==> src/rtl/sound_i2s_tx_if.sv <==
// Bundles the mixer-side sample inputs and the I2S output pins of sound_i2s_tx.
// Latency: none (signal bundle only).
// Backpressure: none; the transmitter samples left/right only at its latch point.
// Signals: enable, left[15:0], right[15:0] (mixer -> tx); sample_strobe, i2s_bclk,
//          i2s_lrck, i2s_sdata (tx -> mixer/pins).
interface sound_i2s_tx_if;
    logic        enable;
    logic [15:0] left;
    logic [15:0] right;
    logic        sample_strobe;
    logic        i2s_bclk;
    logic        i2s_lrck;
    logic        i2s_sdata;

    // master: the sound mixer / board side that feeds samples and watches the pins
    modport master (
        output enable, left, right,
        input  sample_strobe, i2s_bclk, i2s_lrck, i2s_sdata
    );

    // slave: the transmitter itself
    modport slave (
        input  enable, left, right,
        output sample_strobe, i2s_bclk, i2s_lrck, i2s_sdata
    );
endinterface

==> src/rtl/sound_i2s_tx.sv <==
// Stereo I2S transmitter: 16-bit left/right, 32 BCLK per frame, MSB first, 1-BCLK delay after lrck.
// Latency: first bclk fall 2*BCLK_DIV clks after enable; samples latched on the s=1 fall, 1 clk strobe.
// Backpressure: none; left/right are sampled only at the latch point, other changes are ignored.
// Ports: clk, rst (sync, active-high), bus (slave modport: enable, left, right in;
//        sample_strobe, i2s_bclk, i2s_lrck, i2s_sdata out, all registered).
module sound_i2s_tx #(
    parameter int unsigned BCLK_DIV = 2     // clk cycles per BCLK half-period, 1..255
) (
    input  logic          clk,
    input  logic          rst,
    sound_i2s_tx_if.slave bus
);
    localparam int unsigned SAMPLE_BITS = 16;
    localparam logic [7:0]  DIV_LAST    = 8'(BCLK_DIV - 1);

    logic [7:0]               div_cnt;
    logic [4:0]               slot;
    logic [2*SAMPLE_BITS-1:0] shreg;
    logic                     bclk;
    logic                     lrck;
    logic                     sdata;
    logic                     strobe;

    logic                     fall_evt;
    logic [4:0]               slot_nxt;

    // A fall event is the divider wrap while bclk is currently high.
    always_comb begin
        fall_evt = (div_cnt == DIV_LAST) && bclk;
        slot_nxt = slot + 5'd1;
    end

    always_ff @(posedge clk) begin
        if (rst || !bus.enable) begin
            // Idle: slot parked at 31 so the first fall event lands on slot 0.
            div_cnt <= 8'd0;
            slot    <= 5'd31;
            shreg   <= '0;
            bclk    <= 1'b0;
            lrck    <= 1'b0;
            sdata   <= 1'b0;
            strobe  <= 1'b0;
        end else begin
            strobe <= 1'b0;

            if (div_cnt == DIV_LAST) begin
                div_cnt <= 8'd0;
                bclk    <= ~bclk;
            end else begin
                div_cnt <= div_cnt + 8'd1;
            end

            if (fall_evt) begin
                slot <= slot_nxt;
                lrck <= slot_nxt[4];
                if (slot_nxt == 5'd1) begin
                    // Latch point: left MSB goes straight out, the remaining 31 bits
                    // queue up in the shifter. The trailing zero is never sent because
                    // the shifter is reloaded on the next s=1.
                    sdata  <= bus.left[SAMPLE_BITS-1];
                    shreg  <= {bus.left[SAMPLE_BITS-2:0], bus.right, 1'b0};
                    strobe <= 1'b1;
                end else begin
                    sdata <= shreg[2*SAMPLE_BITS-1];
                    shreg <= {shreg[2*SAMPLE_BITS-2:0], 1'b0};
                end
            end
        end
    end

    assign bus.i2s_bclk      = bclk;
    assign bus.i2s_lrck      = lrck;
    assign bus.i2s_sdata     = sdata;
    assign bus.sample_strobe = strobe;
endmodule
==> src/flat_wrapper.sv <==
// flat-port wrapper written by rule: the top's interface ports become plain ports
module sound_i2s_tx_flat 
#(
    parameter int unsigned BCLK_DIV = 2                                               
)
  (clk, rst, bus_enable, bus_left, bus_right, bus_sample_strobe, bus_i2s_bclk, bus_i2s_lrck, bus_i2s_sdata);
  sound_i2s_tx_if bus_i ();
  input  logic clk;
  input  logic rst;
  input wire logic [$bits(bus_i.enable)-1:0] bus_enable;
  input wire logic [$bits(bus_i.left)-1:0] bus_left;
  input wire logic [$bits(bus_i.right)-1:0] bus_right;
  output wire logic [$bits(bus_i.sample_strobe)-1:0] bus_sample_strobe;
  output wire logic [$bits(bus_i.i2s_bclk)-1:0] bus_i2s_bclk;
  output wire logic [$bits(bus_i.i2s_lrck)-1:0] bus_i2s_lrck;
  output wire logic [$bits(bus_i.i2s_sdata)-1:0] bus_i2s_sdata;
  assign bus_i.enable = bus_enable;
  assign bus_i.left = bus_left;
  assign bus_i.right = bus_right;
  assign bus_sample_strobe = bus_i.sample_strobe;
  assign bus_i2s_bclk = bus_i.i2s_bclk;
  assign bus_i2s_lrck = bus_i.i2s_lrck;
  assign bus_i2s_sdata = bus_i.i2s_sdata;
  sound_i2s_tx #(.BCLK_DIV(BCLK_DIV)) u_core (.clk(clk), .rst(rst), .bus(bus_i));
endmodule
==> config.mk <==
export PLATFORM = sky130hd
export DESIGN_NAME = sound_i2s_tx_flat
export DESIGN_NICKNAME = d
export VERILOG_FILES = /design/src/rtl/sound_i2s_tx_if.sv /design/src/rtl/sound_i2s_tx.sv /design/src/flat_wrapper.sv
export SDC_FILE = /design/constraint.sdc
export NUM_CORES = 1
export LEC_CHECK = 0
export ABC_AREA = 0
export CAP_MARGIN = 30
export CORE_MARGIN = 5
export CORE_UTILIZATION = 48
export DETAILED_ROUTE_END_ITERATION = 7
export GPL_TIMING_DRIVEN = 0
export PLACE_DENSITY_LB_ADDON = 0.12
export SYNTH_ARGS = -nofsm -noshare
export SYNTH_HDL_FRONTEND = slang
export SYNTH_SLANG_ARGS = --single-unit
==> constraint.sdc <==
create_clock -name clk -period 2 [get_ports clk]
set_clock_uncertainty 0.15 [all_clocks]
set_input_delay 0.3 -clock clk [delete_from_list [all_inputs] [get_ports clk]]
set_output_delay 0.3 -clock clk [all_outputs]
set_load 0.01 [all_outputs]
After elaboration in Yosys (flattened, before gate mapping) --
Cells that the tools add are included.
Word-level totals: bits in registers 49, input bits 35, output and inout bits 4, logic and storage cells 21
Cells by class: add/sub/neg operators 2, equal/unequal tests 2, muxes and demuxes 3, bitwise logic cells 2, reductions and logical operators 5
Operators by type and width (number):
- 2-to-1 mux 32 bit | 1
- adder 8 x 1 -> 8 bit (second input constant) | 1
- equality test 8 x 1 -> 1 bit (second input constant) | 1
- adder 5 x 1 -> 5 bit (second input constant) | 1
- equality test 5 x 1 -> 1 bit (second input constant) | 1
- OR reduction 2 bit | 2
- 2-to-1 mux 1 bit | 2
- NOT 1 bit | 2
- logical AND 1 bit | 1
- zero test 1 bit | 1
- logical OR 1 bit | 1

Depth between registers and ports, before layout --
Gate-level depths: netlist of the first run.
word-level depth 4, gate-level depth with buffers 8, gate-level depth less buffers 6

Worst setup path after synthesis of the first run --
OpenSTA, ideal clock, no wires.
kind flip-flop to flip-flop, from register u_core.div_cnt[0], to register u_core.shreg[20], library setup time 0.073 ns, data arrival time 1.882 ns, required time 1.777 ns, setup slack -0.105 ns, stages on the path, launching flop included 8, path buffers 2, clock period less this slack 2.105 ns, cell sequence dfxtp_1 > ha_1 > or4b_1 > buf_2 > nor3_4 > buf_6 > o2111ai_2 > o211ai_2
Between the ends: word-level cells in the longest chain between the ends 2
RTL lines:
- start, declared | RTL line sound_i2s_tx.sv:16 | logic [7:0] div_cnt;
- start signal, assigned | RTL line sound_i2s_tx.sv:50 | div_cnt <= div_cnt + 8'd1;
- equality test 8 x 1 -> 1 bit | RTL line sound_i2s_tx.sv:29 | fall_evt = (div_cnt == DIV_LAST) && bclk;
- logical AND 1 bit | RTL line sound_i2s_tx.sv:29
- end signal, assigned | RTL line sound_i2s_tx.sv:61 | shreg <= {bus.left[SAMPLE_BITS-2:0], bus.right, 1'b0};
- end signal, assigned | RTL line sound_i2s_tx.sv:65 | shreg <= {shreg[2*SAMPLE_BITS-2:0], 1'b0};
- end, declared | RTL line sound_i2s_tx.sv:18 | logic [2*SAMPLE_BITS-1:0] shreg;
No other way between the ends. A chain may end at the register's enable or synchronous reset.

Worst setup path in the final report of the first run --
from register u_core.div_cnt[1], to register u_core.div_cnt[5]
Between the ends: word-level cells in the longest chain between the ends 2, elaborated cells on any way between the ends 3, those cells by class add/sub (1); eq/ne (1); reduce/logical (1)
RTL lines:
- parallel branches: the longest is 2 deep, another holds adder 8 x 1 -> 8 bit
Parallel ways; which one is timed is not known.

==> results.yml, run 1 <==
outcome:
  outcome: "finished, violations left"
  violations: "setup timing"
global_routing:
  antenna_found_initial: 0
  grt_pass1_vias: 1909
  grt-ovfl-total: 0
  grt_usage: 0.168
  grt_max_degree: 14
  grt_pass1_wl_um: 8940
synth:
  syn_inst: 265
  ys.warnings.count: 0
  yosys.area_share.simple: 0.185
  synth_xor_area_frac: 0.0421
  avgSynthCellArea_um2: 9.42
  synth_fa_ha_area_frac: 0.0200
  netlist.area_leader.share: 0.385
  synth_area_leader_cell: "dfxtp_1"
  syn-num-nets: 304
  synthMuxAreaShare: 0
  synthDistinctLibCells: 30
  synth_top_family_by_area: "compound AO/OA/AOI/OAI gates"
  synthTopCellsByArea: "dfxtp_1 38%, o211ai_2 15%, nand2_1 11%, o2111ai_1 7.4%, o2111ai_2 6.0%"
  synth_seq_cells: 48
  yosysSeqAreaShare: 0.385
  netlist_area_um2: 2500
  synth_compound_area_frac: 0.307
detailed_routing:
  drtIter0Drc: 77
  drc: 0
  wire_per_inst_um: 13.7
  wl_um: 5260
  antenna_left: 0
  num_vias: 2086
  drtPass1Iterations: 4
  via_per_inst: 5.43
setup_path:
  critPathKind: "register to register"
  critical_path_required_ps: 2040
  critical_path.max_stage_delay_ps: 450
  cp.arrival_ps: 2060
  cp-end-kind: "register"
  path_delay_family: "simple AND/OR/NAND/NOR gates"
  crit_slowest_cell: "or4b_4"
  path_cells: "inv_2 -> ha_4 -> or4b_4 -> buf_6 -> or4_4 -> nand2_2 -> nor2_1"
  cp_max_fo: 7
  start_kind: "register"
  cp_num_buf_inv: 2
die:
  initial_utilization: 0.492
  num_io_pins: 39
  die_w_um: 82.1
  chipHeight_um: 82.1
  core_area_um2: 5070
  die-area_um2: 6750
  fp-row-count: 26
timing:
  max_slew_margin: 0.576
  fmax_mhz: 493
  rsz0062_at_grt: "true"
  hold_violations: 0
  fin_crit_sh: 1.01
  tightest_slew_ps: 636
  setup_ws_ps: -28.1
  setup_viol: 8
  report.final.slew_viol_count: 0
  min_period_ps: 2030
final_layout:
  fin_area_um2: 3210
  layout.nets: 352
  area.growth.synth_to_final_pct: 28.5
  fin_util: 0.632
  finalNonFillerCells: 384
  antennaDiodeCount: 0
  drive_above_1_share: 0.268
clock_tree:
  path_clk_slew_ps: 90
  cts-root-buf: "clkbuf_8"
  cts.path.max_buffers: 2
  clk_latency_ps: 290
  htree_levels: 2
  cts_tree: "done"
  cts_buffers: 5
  clkSinkCount: 48
place:
  placedCellCount: 373
  place.gp.congestion: 0.757
  place_area_um2: 2980
  io_buffer_count: 38
  hpwl_um: 3650
run:
  drv_cap: 0
power:
  p_per_area_nw_per_um2: 523
  power.leakage_nw: 1.12
  irDropWorstVdd_v: 0.000352
min_path:
  min_path_type: "register to register"
## final timing paths
path | startpoint | endpoint | slack, ps | cells past startpoint
worst max-delay path | u_core.div_cnt[1] | u_core.div_cnt[5] | -30 | 7
worst min-delay path | u_core.shreg[7] | u_core.shreg[7] | 320 | 2
worst max register to register | u_core.div_cnt[1] | u_core.div_cnt[5] | -30 | 7
worst min register to register | u_core.shreg[7] | u_core.shreg[7] | 320 | 2
## synth_stat cells, drive strengths merged
library cell and instances:
nor4b 2, inv 3, clkbuf 9, nand2 70, o211ai 32, and2 1
o21a 1, o2111ai 31, a32o 1, xnor2 4, dfxtp 48, buf 14
nand2b 1, nor3 3, or4b 2, a211oi 1, nand3 8, o21ai 1
xor2 8, nor2 13, a21oi 2, nor2b 1, or4 2, a21boi 1
ha 4, and3 2
## kinds of logic after synthesis
kind of cell | Yosys count
AOI/OAI and AO/OA | 70
adders and majority gates | 4
buffers and inverters | 26
and+or+nand+nor | 105
DFF | 48
xor gates and xnor gates | 12
## tightest hold or removal path: cells and delay by family, from the launching register on
| kind | cells | cell delay, ps |
|---|---|---|
| flip-flops | 1 | 340 |
| AND/OR/NAND/NOR | 1 | 60 |
| AO/OA/AOI/OAI | 1 | 50 |
## placed cells by master (no fill, tap or decap), types with 2 or more instances in the layout
| cell type | netlist | layout |
|---|---|---|
| and3_1 | 2 | 2 |
| buf_12 | 0 | 2 |
| buf_2 | 8 | 3 |
| buf_4 | 0 | 7 |
| buf_8 | 0 | 5 |
| clkbuf_1 | 9 | 7 |
| clkbuf_2 | 0 | 2 |
| clkbuf_8 | 0 | 6 |
| clkdlybuf4s50_1 | 0 | 38 |
| dfxtp_1 | 48 | 44 |
| dfxtp_2 | 0 | 3 |
| ha_1 | 4 | 2 |
| inv_1 | 3 | 2 |
| nand2_1 | 70 | 67 |
| nand2_2 | 0 | 3 |
| nand3_1 | 8 | 7 |
| nor2_1 | 13 | 13 |
| nor3_1 | 2 | 2 |
| nor4b_1 | 2 | 2 |
| o2111ai_1 | 21 | 21 |
| o2111ai_2 | 10 | 10 |
| o211ai_1 | 3 | 3 |
| o211ai_2 | 29 | 29 |
| or4_4 | 0 | 2 |
| xnor2_1 | 4 | 4 |
| xor2_1 | 8 | 7 |
## layout make-up
cell class | instances | area, µm²
well taps | 70 | 87.6
repair buffers | 42 | 423
clock buffers | 8 | 90.1
plain buffers | 22 | 188
multi-input cells | 191 | 1440
inverters | 3 | 11.3
flip-flops and latches | 48 | 968
fillers | 449 | 1870
## repair_timing
| item | in CTS | in global routing |
|---|---|---|
| hold buffers | 0 | 0 |
| setup buffers | 4 | 0 |
| hold endpoints to repair | 0 | 0 |
| resized for setup | 23 | 8 |
| gates cloned | 0 | 0 |
| endpoints found under the setup margin | 41 | 42 |
| pin swaps | 3 | 2 |
## routing by layer
layer,global-route usage,up-vias,wire [µm]
met5,0,-,0
met4,0.0449,0,56
met3,0.0401,5,202
met2,0.272,33,2440
met1,0.225,979,2560
li1,-,1069,-
## sequential cells by signal, summed over array words and instances (netlist names)
register and flops:
u_core.bus.sample_strobe 1, u_core.bus.i2s_lrck 1, u_core.div_cnt 8, u_core.bus.i2s_sdata 1, u_core.bus.i2s_bclk 1, u_core.slot 5
u_core.shreg 31
## through the flow
stage	hold slack [ps]	setup WS, ps	TNS, ps	total power, mW
floorplan	279	-21.5	-326	1.02
global placement	295	-275	-8740	1.10
detailed placement	305	-285	-9070	1.10
CTS	328	-31.6	-249	1.70
global route	339	-130	-3020	1.75
finish	325	-28.1	-149	1.68
## report_power, final
group          leakage, nW  internal [mW]  switching, mW  total [mW]
clock network       0.0455          0.283          0.309       0.592
registers            0.387          0.958        0.00332       0.961
logic                0.684         0.0811         0.0453       0.126
total                 1.12           1.32          0.358        1.68
(Power assumes the default switching activity.)
==> run 2, diff against run 1 <==
--- a/config.mk
+++ b/config.mk
@@ -12,6 +12,7 @@
 export DETAILED_ROUTE_END_ITERATION = 7
 export GPL_TIMING_DRIVEN = 0
 export PLACE_DENSITY_LB_ADDON = 0.12
+export REMOVE_ABC_BUFFERS = 1
 export SYNTH_ARGS = -nofsm -noshare
 export SYNTH_HDL_FRONTEND = slang
 export SYNTH_SLANG_ARGS = --single-unit
==> run 2 against run 1 <==
  * Critical path type unchanged
  * The run still ends with setup timing left
  * Flip-flop and latch count is the same
  * Largest power group unchanged
  * Die area is the same
  * Worst hold slack gained 4.8 ps
  * Clock power grew 26%
  * Non-clock buffer count shrank 4
==> results.yml, run 2 (same netlist as run 1, synthesis figures left out) <==
outcome:
  outcome: "finished, violations left"
  violations: "setup timing"
global_routing:
  antenna_found_initial: 0
  grt_max_degree: 33
  grt_pass1_vias: 2089
  grt_usage: 0.181
  grt-ovfl-total: 0
  grt_pass1_wl_um: 9670
power:
  p_sw_frac: 0.214
  clkPwrFrac: 0.406
  irDropWorstVdd_v: 0.000337
  p_per_area_nw_per_um2: 515
  p_sw_mw: 0.393
  report.power.total_mw: 1.84
  p_int_mw: 1.45
  seqPwrFrac: 0.521
  power.leakage_nw: 1.22
  p_comb_frac: 0.072
timing:
  report.final.slew_viol_count: 0
  fin_crit_sh: 1.01
  setup_tns_ps: -153
  tightest_slew_ps: 857
  min_period_ps: 2030
  setup_ws_ps: -27.5
  fmax_mhz: 493
  hold_violations: 0
  setup_viol: 8
  rsz0062_at_grt: "true"
  max_slew_margin: 0.427
die:
  die_w_um: 82.1
  die-area_um2: 6750
  chipHeight_um: 82.1
  core_area_um2: 5070
  num_io_pins: 39
  initial_utilization: 0.492
  fp-row-count: 26
detailed_routing:
  wl_um: 6440
  antenna_left: 0
  wire_per_inst_um: 16.8
  drtPass1Iterations: 4
  drtIter0Drc: 94
  drc: 0
  num_vias: 2210
  via_per_inst: 5.77
setup_path:
  critical_path.max_stage_delay_ps: 490
  cp.arrival_ps: 2120
  path_cells: "inv_2 -> ha_4 -> or4b_4 -> nor3_4 -> buf_12 -> buf_12 -> clkbuf_16 -> o2111ai_2 -> o211ai_1"
  critical_path_required_ps: 2090
  path_delay_family: "simple AND/OR/NAND/NOR gates"
  cp_max_fo: 7
  crit_top_cell: "buf_12"
  cp-end-kind: "register"
  critPathKind: "register to register"
  crit_slowest_cell: "or4b_4"
  r2r-start: "u_core.div_cnt[1]"
  crit_start: "u_core.div_cnt[1]"
  cp_num_buf_inv: 4
  start_kind: "register"
clock_tree:
  cts_tree: "done"
  cts-root-buf: "clkbuf_8"
  htree_levels: 2
  clk_latency_ps: 310
  path_clk_slew_ps: 90
  clkSinkCount: 48
  cts.path.max_buffers: 2
  cts_buffers: 5
final_layout:
  fin_util: 0.704
  layout.nets: 351
  top_regs: "u_core.shreg: 31 flops, u_core.div_cnt: 8 flops, u_core.slot: 5 flops"
  regMostFlops: "u_core.shreg"
  fin_area_um2: 3570
  largest_reg_flops: 31
  drive_above_1_share: 0.345
  area.growth.synth_to_final_pct: 43.1
  finalNonFillerCells: 383
  final_common_cell: "nand2_1"
  antennaDiodeCount: 0
  mostFrequentLayoutCells: "65 x nand2_1, 44 x dfxtp_1, 38 x clkdlybuf4s50_1"
place:
  place.gp.congestion: 0.802
  placedCellCount: 355
  hpwl_um: 3430
  place_area_um2: 2950
  io_buffer_count: 38
run:
  drv_cap: 0
min_path:
  min_path_type: "register to register"
  min_from: "u_core.shreg[14]"
[run 2: layer usage]
| metal | up-vias | part of all wire | global-route usage |
|---|---|---|---|
| li1 | 1072 | - | - |
| met1 | 1083 | 0.45 | 0.230 |
| met2 | 45 | 0.50 | 0.310 |
| met3 | 10 | 0.036 | 0.0260 |
| met4 | 0 | 0.018 | 0.0698 |
| met5 | - | 0 | 0 |
[run 2: area by class of cell]
class                      count  area (µm²)
timing repair buffer          60         758
inverter                       3        16.3
fill                         395        1500
multi-input combinational    194        1620
tap                           70        87.6
clock inverter                 2        38.8
clock buffer                   6        82.6
sequential                    48         973
[run 2: final timing paths]
kind                               end  slack (ps)  cells past startpoint
setup / recovery  u_core.bus.i2s_sdata         -30                      9
hold / removal        u_core.shreg[14]         330                      2
setup reg to reg  u_core.bus.i2s_sdata         -30                      9
hold reg to reg       u_core.shreg[14]         330                      2
[run 2: stage by stage]
step                      hold WS, ps  worst slack [ps]
final                             330             -27.5
after global routing              350              -112
after CTS                         322             -9.75
after detailed placement          299              -987
after global placement            297             -3040
after floorplan                   286             -1880
[run 2: repair_timing]
action,4_1_cts,5_1_grt
resized for setup,20,32
hold buffers,0,0
setup buffers,9,3
pin swaps,4,19
cloned,4,4
endpoints found under the setup margin,43,44
[run 2: worst min-delay path: cells and delay by family (launching register included)]
kind               cells  cell delay (ps)
DFF                    1              340
and+or+nand+nor        1               60
AOI/OAI and AO/OA      1               50
[run 2: power groups by stage]
stage | clock [mW] | combinational [mW] | sequential (mW)
final | 0.748 | 0.133 | 0.959
after global routing | 0.807 | 0.141 | 0.960
after floorplan | 0 | 0.0302 | 0.984
after detailed placement | 0 | 0.114 | 0.984
after CTS | 0.758 | 0.127 | 0.960
after global placement | 0 | 0.110 | 0.984
==> run 3, diff against run 2 <==
--- a/config.mk
+++ b/config.mk
@@ -10,8 +10,7 @@
 export CORE_MARGIN = 5
 export CORE_UTILIZATION = 48
 export DETAILED_ROUTE_END_ITERATION = 7
-export GPL_TIMING_DRIVEN = 0
-export PLACE_DENSITY_LB_ADDON = 0.12
+export PLACE_DENSITY_LB_ADDON = 0.1
 export REMOVE_ABC_BUFFERS = 1
 export SYNTH_ARGS = -nofsm -noshare
 export SYNTH_HDL_FRONTEND = slang
==> run 3 against run 2 <==
  * The flow still finishes with violations (setup timing)
  * Sequential share of layout area grew 0.30 points
  * Cell area is 1.6% lower
  * Setup slack worse by 22 ps
  * Utilization down 1.1 points
  * Global-route usage is 0.65 points lower
  * Clock-buffer cell count up 1
  * Die area unchanged
  * Sequential power about the same
  * Highest routed layer unchanged
==> results.yml, run 3 (same netlist as run 1, synthesis figures left out) <==
die:
  die_w_um: 82.1
  core_area_um2: 5070
  initial_utilization: 0.492
  die-area_um2: 6750
  fp-row-count: 26
  num_io_pins: 39
  chipHeight_um: 82.1
power:
  seqPwrFrac: 0.512
  p_comb_frac: 0.078
  power.leakage_nw: 1.29
  p_sw_frac: 0.206
  irDropWorstVdd_v: 0.000304
  clkPwrFrac: 0.410
  report.power.total_mw: 1.88
  p_per_area_nw_per_um2: 533
  p_int_mw: 1.49
  p_sw_mw: 0.385
setup_path:
  crit_slowest_cell: "or4b_4"
  path_delay_family: "simple AND/OR/NAND/NOR gates"
  endpoint: "u_core.shreg[12]"
  cp.arrival_ps: 2140
  critical_path_required_ps: 2090
  r2r-end: "u_core.shreg[12]"
  crit_start: "u_core.div_cnt[1]"
  path_cells: "inv_2 -> ha_4 -> or4b_4 -> nor3_4 -> buf_6 -> buf_12 -> o2111ai_1 -> o211ai_2"
  critPathKind: "register to register"
  cp_max_fo: 12
  cp_num_cells: 8
  r2r_cells: 8
  r2r_slack_ps: -50
  cp_num_buf_inv: 3
  start_kind: "register"
  r2r-start: "u_core.div_cnt[1]"
  cp-end-kind: "register"
  critical_path.max_stage_delay_ps: 490
clock_tree:
  clkSinkCount: 48
  path_clk_slew_ps: 90
  clk_latency_ps: 300
  htree_levels: 2
  cts_buffers: 5
  cts.path.max_buffers: 2
  cts-root-buf: "clkbuf_8"
  cts_tree: "done"
timing:
  whs_ps: 324
  setup_ws_ps: -49.8
  min_period_ps: 2050
  setup_tns_ps: -476
  hold_violations: 0
  tightest_slew_ps: 315
  fmax_mhz: 488
  rsz0062_at_grt: "true"
  max_slew_margin: 0.787
  fin_crit_sh: 1.02
  setup_viol: 23
  report.final.slew_viol_count: 0
global_routing:
  grt_usage: 0.175
  antenna_found_initial: 0
  grt-ovfl-total: 0
  grt_pass1_wl_um: 9290
  grt_max_degree: 33
  grt_pass1_vias: 2109
detailed_routing:
  antenna_left: 0
  drc: 0
  num_vias: 2210
  drtIter0Drc: 150
  drtPass1Iterations: 4
  via_per_inst: 5.61
  wire_per_inst_um: 15.9
  wl_um: 6250
final_layout:
  final_common_cell: "nand2_1"
  layout.nets: 362
  antennaDiodeCount: 0
  fill_cells: 417
  drive_above_1_share: 0.355
  mostFrequentLayoutCells: "57 x nand2_1, 44 x dfxtp_1, 38 x clkdlybuf4s50_1"
  top_regs: "u_core.shreg: 31 flops, u_core.div_cnt: 8 flops, u_core.slot: 5 flops"
  area.growth.synth_to_final_pct: 40.8
  finalNonFillerCells: 394
  regMostFlops: "u_core.shreg"
  largest_reg_flops: 31
place:
  placedCellCount: 378
  place.gp.congestion: 0.798
  io_buffer_count: 38
  place_ws_ps: -95.4
  hpwl_um: 3490
min_path:
  min_path_type: "register to register"
run:
  drv_cap: 0
outcome:
  outcome: "finished, violations left"
  violations: "setup timing"
[run 3: what timing repair did]
item                                    in CTS  in global routing
gates cloned                                 1                  5
buffers inserted                             2                  0
pin swaps                                    1                 13
hold buffers                                 0                  0
gates resized for setup                      5                 35
endpoints found under the setup margin      39                 44
[run 3: cell type report]
cell class / count / area (µm²) / area share
sequential: 48 / 968 / 0.275
clock inverter: 1 / 30.0 / 0.00854
clock buffer: 7 / 96.3 / 0.0274
timing repair buffer: 74 / 805 / 0.229
tap: 70 / 87.6 / 0.0249
multi-input combinational: 191 / 1520 / 0.432
inverter: 3 / 11.3 / 0.00320
[run 3: power by group through the flow]
stage               logic, mW  clock network, mW  registers, mW
detailed placement      0.132                  0          0.982
finish                  0.147              0.769          0.960
global placement        0.133                  0          0.982
CTS                     0.135              0.785          0.960
global route            0.155              0.829          0.960
floorplan              0.0302                  0          0.984
[run 3: worst min path at each step]
| stage | from | endpoint | slack [ps] | cells past startpoint |
|---|---|---|---|---|
| after global placement | u_core.shreg[16] | u_core.shreg[16] | 300 | 2 |
| after floorplan | u_core.shreg[10] | u_core.shreg[10] | 290 | 2 |
| after global routing | u_core.shreg[31] | u_core.shreg[31] | 350 | 2 |
| after detailed placement | u_core.shreg[4] | u_core.shreg[4] | 310 | 2 |
| final | u_core.shreg[1] | u_core.shreg[1] | 320 | 1 |
| after CTS | u_core.shreg[11] | u_core.shreg[11] | 330 | 2 |
[run 3: routing by layer]
| layer | routed length (µm) | GRT usage |
|---|---|---|
| met5 | 0 | 0 |
| met3 | 238 | 0.0412 |
| met4 | 86 | 0.0615 |
| met1 | 2790 | 0.215 |
| met2 | 3140 | 0.299 |
[run 3: metrics by stage]
step	utilization	area, µm²
3_5_place_dp	0.613	3110
5_1_grt	0.693	3520
6_report	0.693	3520
4_1_cts	0.649	3290
2_1_floorplan	-	2360
3_3_place_gp	0.613	3110
